**config.mk**
```make
export PLATFORM = sky130hd
export DESIGN_NAME = cond_unit
export DESIGN_NICKNAME = d
export VERILOG_FILES = /design/src/rtl/cond_pkg.sv /design/src/rtl/cond_eval.sv /design/src/rtl/cond_unit.sv
export SDC_FILE = /design/constraint.sdc
export NUM_CORES = 1
export LEC_CHECK = 0
export ABC_CLOCK_PERIOD_IN_PS = 2340
export BUFFER_PORTS_ARGS = -buffer_cell sky130_fd_sc_hd__buf_2
export CAP_MARGIN = 30
export CORE_MARGIN = 1
export CORE_UTILIZATION = 33
export CTS_CLUSTER_SIZE = 28
export DETAILED_ROUTE_END_ITERATION = 6
export PLACE_DENSITY = 0.85
export SLEW_MARGIN = 15
export SYNTH_ARGS = -nofsm -noshare
export SYNTH_HDL_FRONTEND = slang
export SYNTH_HIERARCHICAL = 1
export SYNTH_SLANG_ARGS = --single-unit
```
**constraint.sdc**
```tcl
create_clock -name clk -period 2.34 [get_ports clk]
set_input_delay 0.468 -clock clk [delete_from_list [all_inputs] [get_ports clk]]
set_output_delay 0.468 -clock clk [all_outputs]
set_load 0.02 [all_outputs]
```
**src/rtl/cond_pkg.sv**
```systemverilog
// cond_pkg: shared types and helpers for the conditional-execution unit.
//   cond_e      - ARM condition codes (EQ..AL, NV)
//   N/Z/C/V_BIT - bit positions inside the NZCV vector
//   it_state_t  - IT block state {cond, mask}
//   it_len()    - IT block length encoded by a mask (0 when mask is 0)
package cond_pkg;

    typedef enum logic [3:0] {
        EQ, NE, CS, CC, MI, PL, VS, VC, HI, LS, GE, LT, GT, LE, AL, NV
    } cond_e;

    localparam int N_BIT = 3;
    localparam int Z_BIT = 2;
    localparam int C_BIT = 1;
    localparam int V_BIT = 0;

    typedef struct packed {
        logic [3:0] cond;
        logic [3:0] mask;
    } it_state_t;

    // Length runs from the lowest set mask bit up to bit 3 inclusive.
    function automatic logic [2:0] it_len(input logic [3:0] mask);
        if (mask[0])      return 3'd4;
        else if (mask[1]) return 3'd3;
        else if (mask[2]) return 3'd2;
        else if (mask[3]) return 3'd1;
        else              return 3'd0;
    endfunction

endpackage

```
**src/rtl/cond_eval.sv**
```systemverilog
// cond_eval: purely combinational ARM condition check, shared with the
// branch predictor checker.
//   cond  in  4  condition code
//   flags in  4  {N,Z,C,V}
//   pass  out 1  condition holds (NV always fails, never X)
module cond_eval
    import cond_pkg::*;
(
    input  logic [3:0] cond,
    input  logic [3:0] flags,
    output logic       pass
);

    logic n, z, c, v;

    always_comb begin
        n    = flags[N_BIT];
        z    = flags[Z_BIT];
        c    = flags[C_BIT];
        v    = flags[V_BIT];
        pass = 1'b0;
        case (cond)
            EQ:      pass = z;
            NE:      pass = ~z;
            CS:      pass = c;
            CC:      pass = ~c;
            MI:      pass = n;
            PL:      pass = ~n;
            VS:      pass = v;
            VC:      pass = ~v;
            HI:      pass = c & ~z;
            LS:      pass = ~c | z;
            GE:      pass = (n == v);
            LT:      pass = (n != v);
            GT:      pass = ~z & (n == v);
            LE:      pass = z | (n != v);
            AL:      pass = 1'b1;
            default: pass = 1'b0;
        endcase
    end

endmodule

```
**src/rtl/cond_unit.sv**
```systemverilog
// cond_unit: execute-stage conditional execution. Owns NZCV, evaluates the
// effective condition, gates reg/mem/PC/branch side effects, and (when the
// COND_IT_EN macro is defined) runs a Thumb-style IT block state machine.
// Without COND_IT_EN the IT inputs are ignored and IT outputs read 0.
//   clk, reset            clock, async active-high reset
//   ValidE/StallE/FlushE  execute stage qualifiers
//   CondE, ALUFlags, FlagWriteE, PCSrcE, RegWriteE, MemWriteE, NoWriteE,
//   BranchE               raw decoded controls
//   ITStartE/ITFirstCond/ITMask  IT instruction fields
//   PCSrcEout, RegWriteEout, MemWriteEout, BranchTakenE  gated controls
//   CondExE, Flags, ITActive, ITRemaining, ITErr          status
module cond_unit
    import cond_pkg::*;
#(
    parameter int         IT_MAX_LEN  = 4,
    parameter logic [3:0] RESET_FLAGS = 4'b0000
) (
    input  logic       clk,
    input  logic       reset,
    input  logic       ValidE,
    input  logic       StallE,
    input  logic       FlushE,
    input  logic [3:0] CondE,
    input  logic [3:0] ALUFlags,
    input  logic [1:0] FlagWriteE,
    input  logic       PCSrcE,
    input  logic       RegWriteE,
    input  logic       MemWriteE,
    input  logic       NoWriteE,
    input  logic       BranchE,
    input  logic       ITStartE,
    input  logic [3:0] ITFirstCond,
    input  logic [3:0] ITMask,
    output logic       PCSrcEout,
    output logic       RegWriteEout,
    output logic       MemWriteEout,
    output logic       BranchTakenE,
    output logic       CondExE,
    output logic [3:0] Flags,
    output logic       ITActive,
    output logic [2:0] ITRemaining,
    output logic       ITErr
);

    logic       fire;
    logic [3:0] eff_cond;
    logic       pass;
    logic       is_it;
    logic       gate;

    assign fire = ValidE & ~StallE & ~FlushE & ~reset;

`ifdef COND_IT_EN
    it_state_t it_q;
    logic      it_accept;

    assign ITActive    = (it_q.mask != 4'd0);
    assign ITRemaining = it_len(it_q.mask);
    assign eff_cond    = ITActive ? it_q.cond : CondE;
    assign is_it       = ITStartE;

    // Nested IT, empty mask, over-long block or NV firstcond are rejected.
    assign it_accept = ~ITActive && (ITMask != 4'd0)
                    && (int'(it_len(ITMask)) <= IT_MAX_LEN)
                    && (ITFirstCond != NV);
    assign ITErr     = fire & ITStartE & ~it_accept;

    always_ff @(posedge clk or posedge reset) begin
        if (reset) begin
            it_q <= '0;
        end else if (fire) begin
            if (PCSrcEout | BranchTakenE) begin
                it_q <= '0;
            end else if (ITStartE) begin
                if (it_accept) it_q <= {ITFirstCond, ITMask};
            end else if (ITActive) begin
                // Mask MSB becomes the next condition LSB; mask[3] alone is the last slot.
                if (it_q.mask[2:0] == 3'd0) it_q <= '0;
                else it_q <= {it_q.cond[3:1], it_q.mask[3], it_q.mask[2:0], 1'b0};
            end
        end
    end
`else
    logic unused_it;

    assign unused_it   = ^{ITStartE, ITFirstCond, ITMask, IT_MAX_LEN[2:0]};
    assign ITActive    = 1'b0;
    assign ITRemaining = 3'd0;
    assign ITErr       = 1'b0;
    assign eff_cond    = CondE;
    assign is_it       = 1'b0;
`endif

    cond_eval u_eval (
        .cond  (eff_cond),
        .flags (Flags),
        .pass  (pass)
    );

    assign CondExE = pass & ValidE & ~FlushE & ~reset;

    // The IT instruction itself never has side effects.
    assign gate         = ~reset & ~StallE & ~is_it;
    assign RegWriteEout = RegWriteE & CondExE & ~NoWriteE & gate;
    assign MemWriteEout = MemWriteE & CondExE & gate;
    assign PCSrcEout    = PCSrcE & CondExE & gate;
    assign BranchTakenE = BranchE & CondExE & gate;

    always_ff @(posedge clk or posedge reset) begin
        if (reset) begin
            Flags <= RESET_FLAGS;
        end else if (fire & CondExE & ~is_it) begin
            if (FlagWriteE[1]) Flags[3:2] <= ALUFlags[3:2];
            if (FlagWriteE[0]) Flags[1:0] <= ALUFlags[1:0];
        end
    end

endmodule

```
==> results.toml <==
[synth]
syn_area_per_cell_sq_um = 9.642
synth_top_area_cell = "dfrtp_1"
netlist_area_sq_um = 491.7
synth_top_area_share_pct = 20.36
synth-seq-cells = 4
ys_warn_count = 6
ys_types = 28
synth.area.top_cells = "dfrtp_1, mux2_4, nand3b_4"
netlist_instances = 51
synth_edf_count = 0
synthFlopType = "dfrtp_1"
seq_area_frac_synth_pct = 20.36
synthArstFlopShare_pct = 100.0

[pwr]
power.density_mw_per_mm2 = 565.0
vdd_drop_max_v = 0.0003012
leakage_uw = 0.0004431

[cells_and_area]
fillers = 115
largest_reg_flops = 4
top_regs = "Flags (4)"
layout_common_cells = "buf_2, buf_4, buf_6"
fin_nets = 121
top_register = "Flags"
layout_commonest_cell = "buf_2"
area_growth_pct = 57.51
layout-drive-gt1-share_pct = 65.93
fin_cells = 106
n_antenna_cell = 0

[place]
post-dp-hpwl_microns = 992.5
placed_cells = 99
finalWeightedCongestion = 0.8702
portBuffers = 28

[detailed_routing]
ant_nets = 0
drt_wl_total_microns = 1363
viasPerCell = 5.028
num_vias = 533
drt-pass1-iter-count = 4
wire_per_inst_microns = 12.86
drt_iter0_markers = 12
route.detailed.drc = 0

[timing]
max_freq_mhz = 362.8
min_period_ns = 2.757
fin_worst_hold_slack_ns = 0.09230
hold_violations = 0
skew_ns = 0.01594
period_share_pct = 117.8
rsz0062_at_grt = "true"
setup_violations = 6
timing.final.ws_setup_ns = -0.4166
slew_violations = 0

[global_route]
grtUsageTotal_pct = 19.77
grt_pass1_wl_microns = 2001
antenna_found_initial = 0
grt_max_degree = 9
grt_overflow = 0
grt_pass1_vias = 505

[die]
initial_utilization_pct = 36.42
die_w_microns = 40.60
die_h_microns = 40.60
placementRows = 13
fp.coreArea_sq_mm = 0.001350
boundaryPins = 43
dieArea_sq_mm = 0.001648

[clock_tree]
clockBufferDepth = 2
clk_latency_ns = 0.26
cts_tree = "done"
postCtsHoldBufs = 0
cts_sinks = 4
path_clk_slew_ns = 0.05
cts_root_buffer = "clkbuf_4"
numCtsBuffers = 3
cts_max_level = 1

[worst_setup_path]
critical_path_class = "flip-flop to output port"
crit_family = "simple AND/OR/NAND/NOR gates"
r2r_start = "Flags[3]"
path_depth = 8
start_kind = "flip-flop"
worst_ep_required_time_ns = 1.87
critical-path-slowest-cell = "dfrtp_2"
r2r_slack_ns = 0
endpoint = "RegWriteEout"
r2r_cells = 10
critPathArrivalTime_ns = 2.29
critical-path-max-stage-delay_ns = 0.44
cp_max_fo = 4
critPathLaunch = "Flags[3]"
path_buf_inv = 1
end_kind = "output port"
rr_endpoint = "Flags[2]"
crit_chain = "mux2_4 > a21oi_2 > o211ai_1 > a211o_1 > and4bb_4 > and2b_2 > and3b_2 > buf_2"

[run]
drv_cap = 0

[min_path]
hp-class = "primary input to async pin"

[status]
status = "finished, violations left"
violations = "negative setup slack"
-- stage by stage --
stage / area (sq um) / TNS (ns) / util [%] / power (uW) / worst slack (ns)
final: 774.5 / -1.721 / 57.37 / 437.6 / -0.4166
after global routing: 774.5 / -2.229 / 57.37 / 461.8 / -0.4780
after CTS: 773.2 / -1.707 / 57.28 / 432.3 / -0.4046
after detailed placement: 688.2 / -1.852 / 50.97 / 320.1 / -0.4065
after global placement: 688.2 / -1.443 / 50.97 / 309.9 / -0.3540
after floorplan: 523.0 / -0.3326 / - / 238.9 / -0.09999
-- cells in the mapped netlist, types with 2 or more instances --
master / instances
nand2b_1: 2
a21oi_1: 3
and3b_1: 2
buf_4: 5
a211o_1: 2
o211ai_1: 2
mux2_4: 5
dfrtp_1: 4
nor2_1: 2
nand3b_4: 2
nor3_1: 2
and2_1: 3
nand2_1: 2
-- worst min-delay path by stage --
stage	slack, ns	endpoint	cells after the start	start
2_1_floorplan	0.23	Flags[1]	1	reset
3_3_place_gp	0.36	Flags[1]	2	reset
3_5_place_dp	0.37	Flags[1]	2	reset
4_1_cts	0.10	Flags[3]	2	reset
5_1_grt	0.10	Flags[0]	2	reset
6_report	0.09	Flags[0]	2	reset
-- kinds of logic after synthesis --
group                     share of synthesized area, %
and+or+nand+nor                                  32.58
AOI/OAI and AO/OA                                15.78
buffers and inverters                            10.18
muxes                                            15.27
DFF                                              20.36
xor gates and xnor gates                         5.090
other                                           0.7626
-- layout make-up --
type / count / area [sq um] / share of cell area (%)
Inverter: 1 / 3.754 / 0.4847
Multi-Input combinational cell: 43 / 366.6 / 47.33
Sequential cell: 4 / 103.9 / 13.41
Tap cell: 15 / 18.77 / 2.423
Timing Repair Buffer: 39 / 255.2 / 32.96
Clock buffer: 4 / 26.28 / 3.393
-- metal layers --
metal  vias to the layer above  global-route usage, %  wire length (microns)
met3                         2                  5.556                     70
met2                        26                  38.89                    813
met1                       251                  17.39                    465
met4                         0                  10.83                     14
li1                        254                      -                      -
met5                         -                      0                      0
-- power by group --
part           internal (uW)  total [uW]  switching [uW]
clock                   64.6         103            38.2
combinational            121         225             104
sequential              88.0         110            21.7
-- what timing repair did --
action | 4_1_cts | 5_1_grt
endpoints found under the hold margin | 0 | 0
pin swaps | 1 | 2
buffers inserted | 3 | 0
gates cloned | 0 | 0
setup endpoints to repair | 5 | 9
gates resized for setup | 11 | 1
No activity file was read; power rests on OpenSTA's default activity.
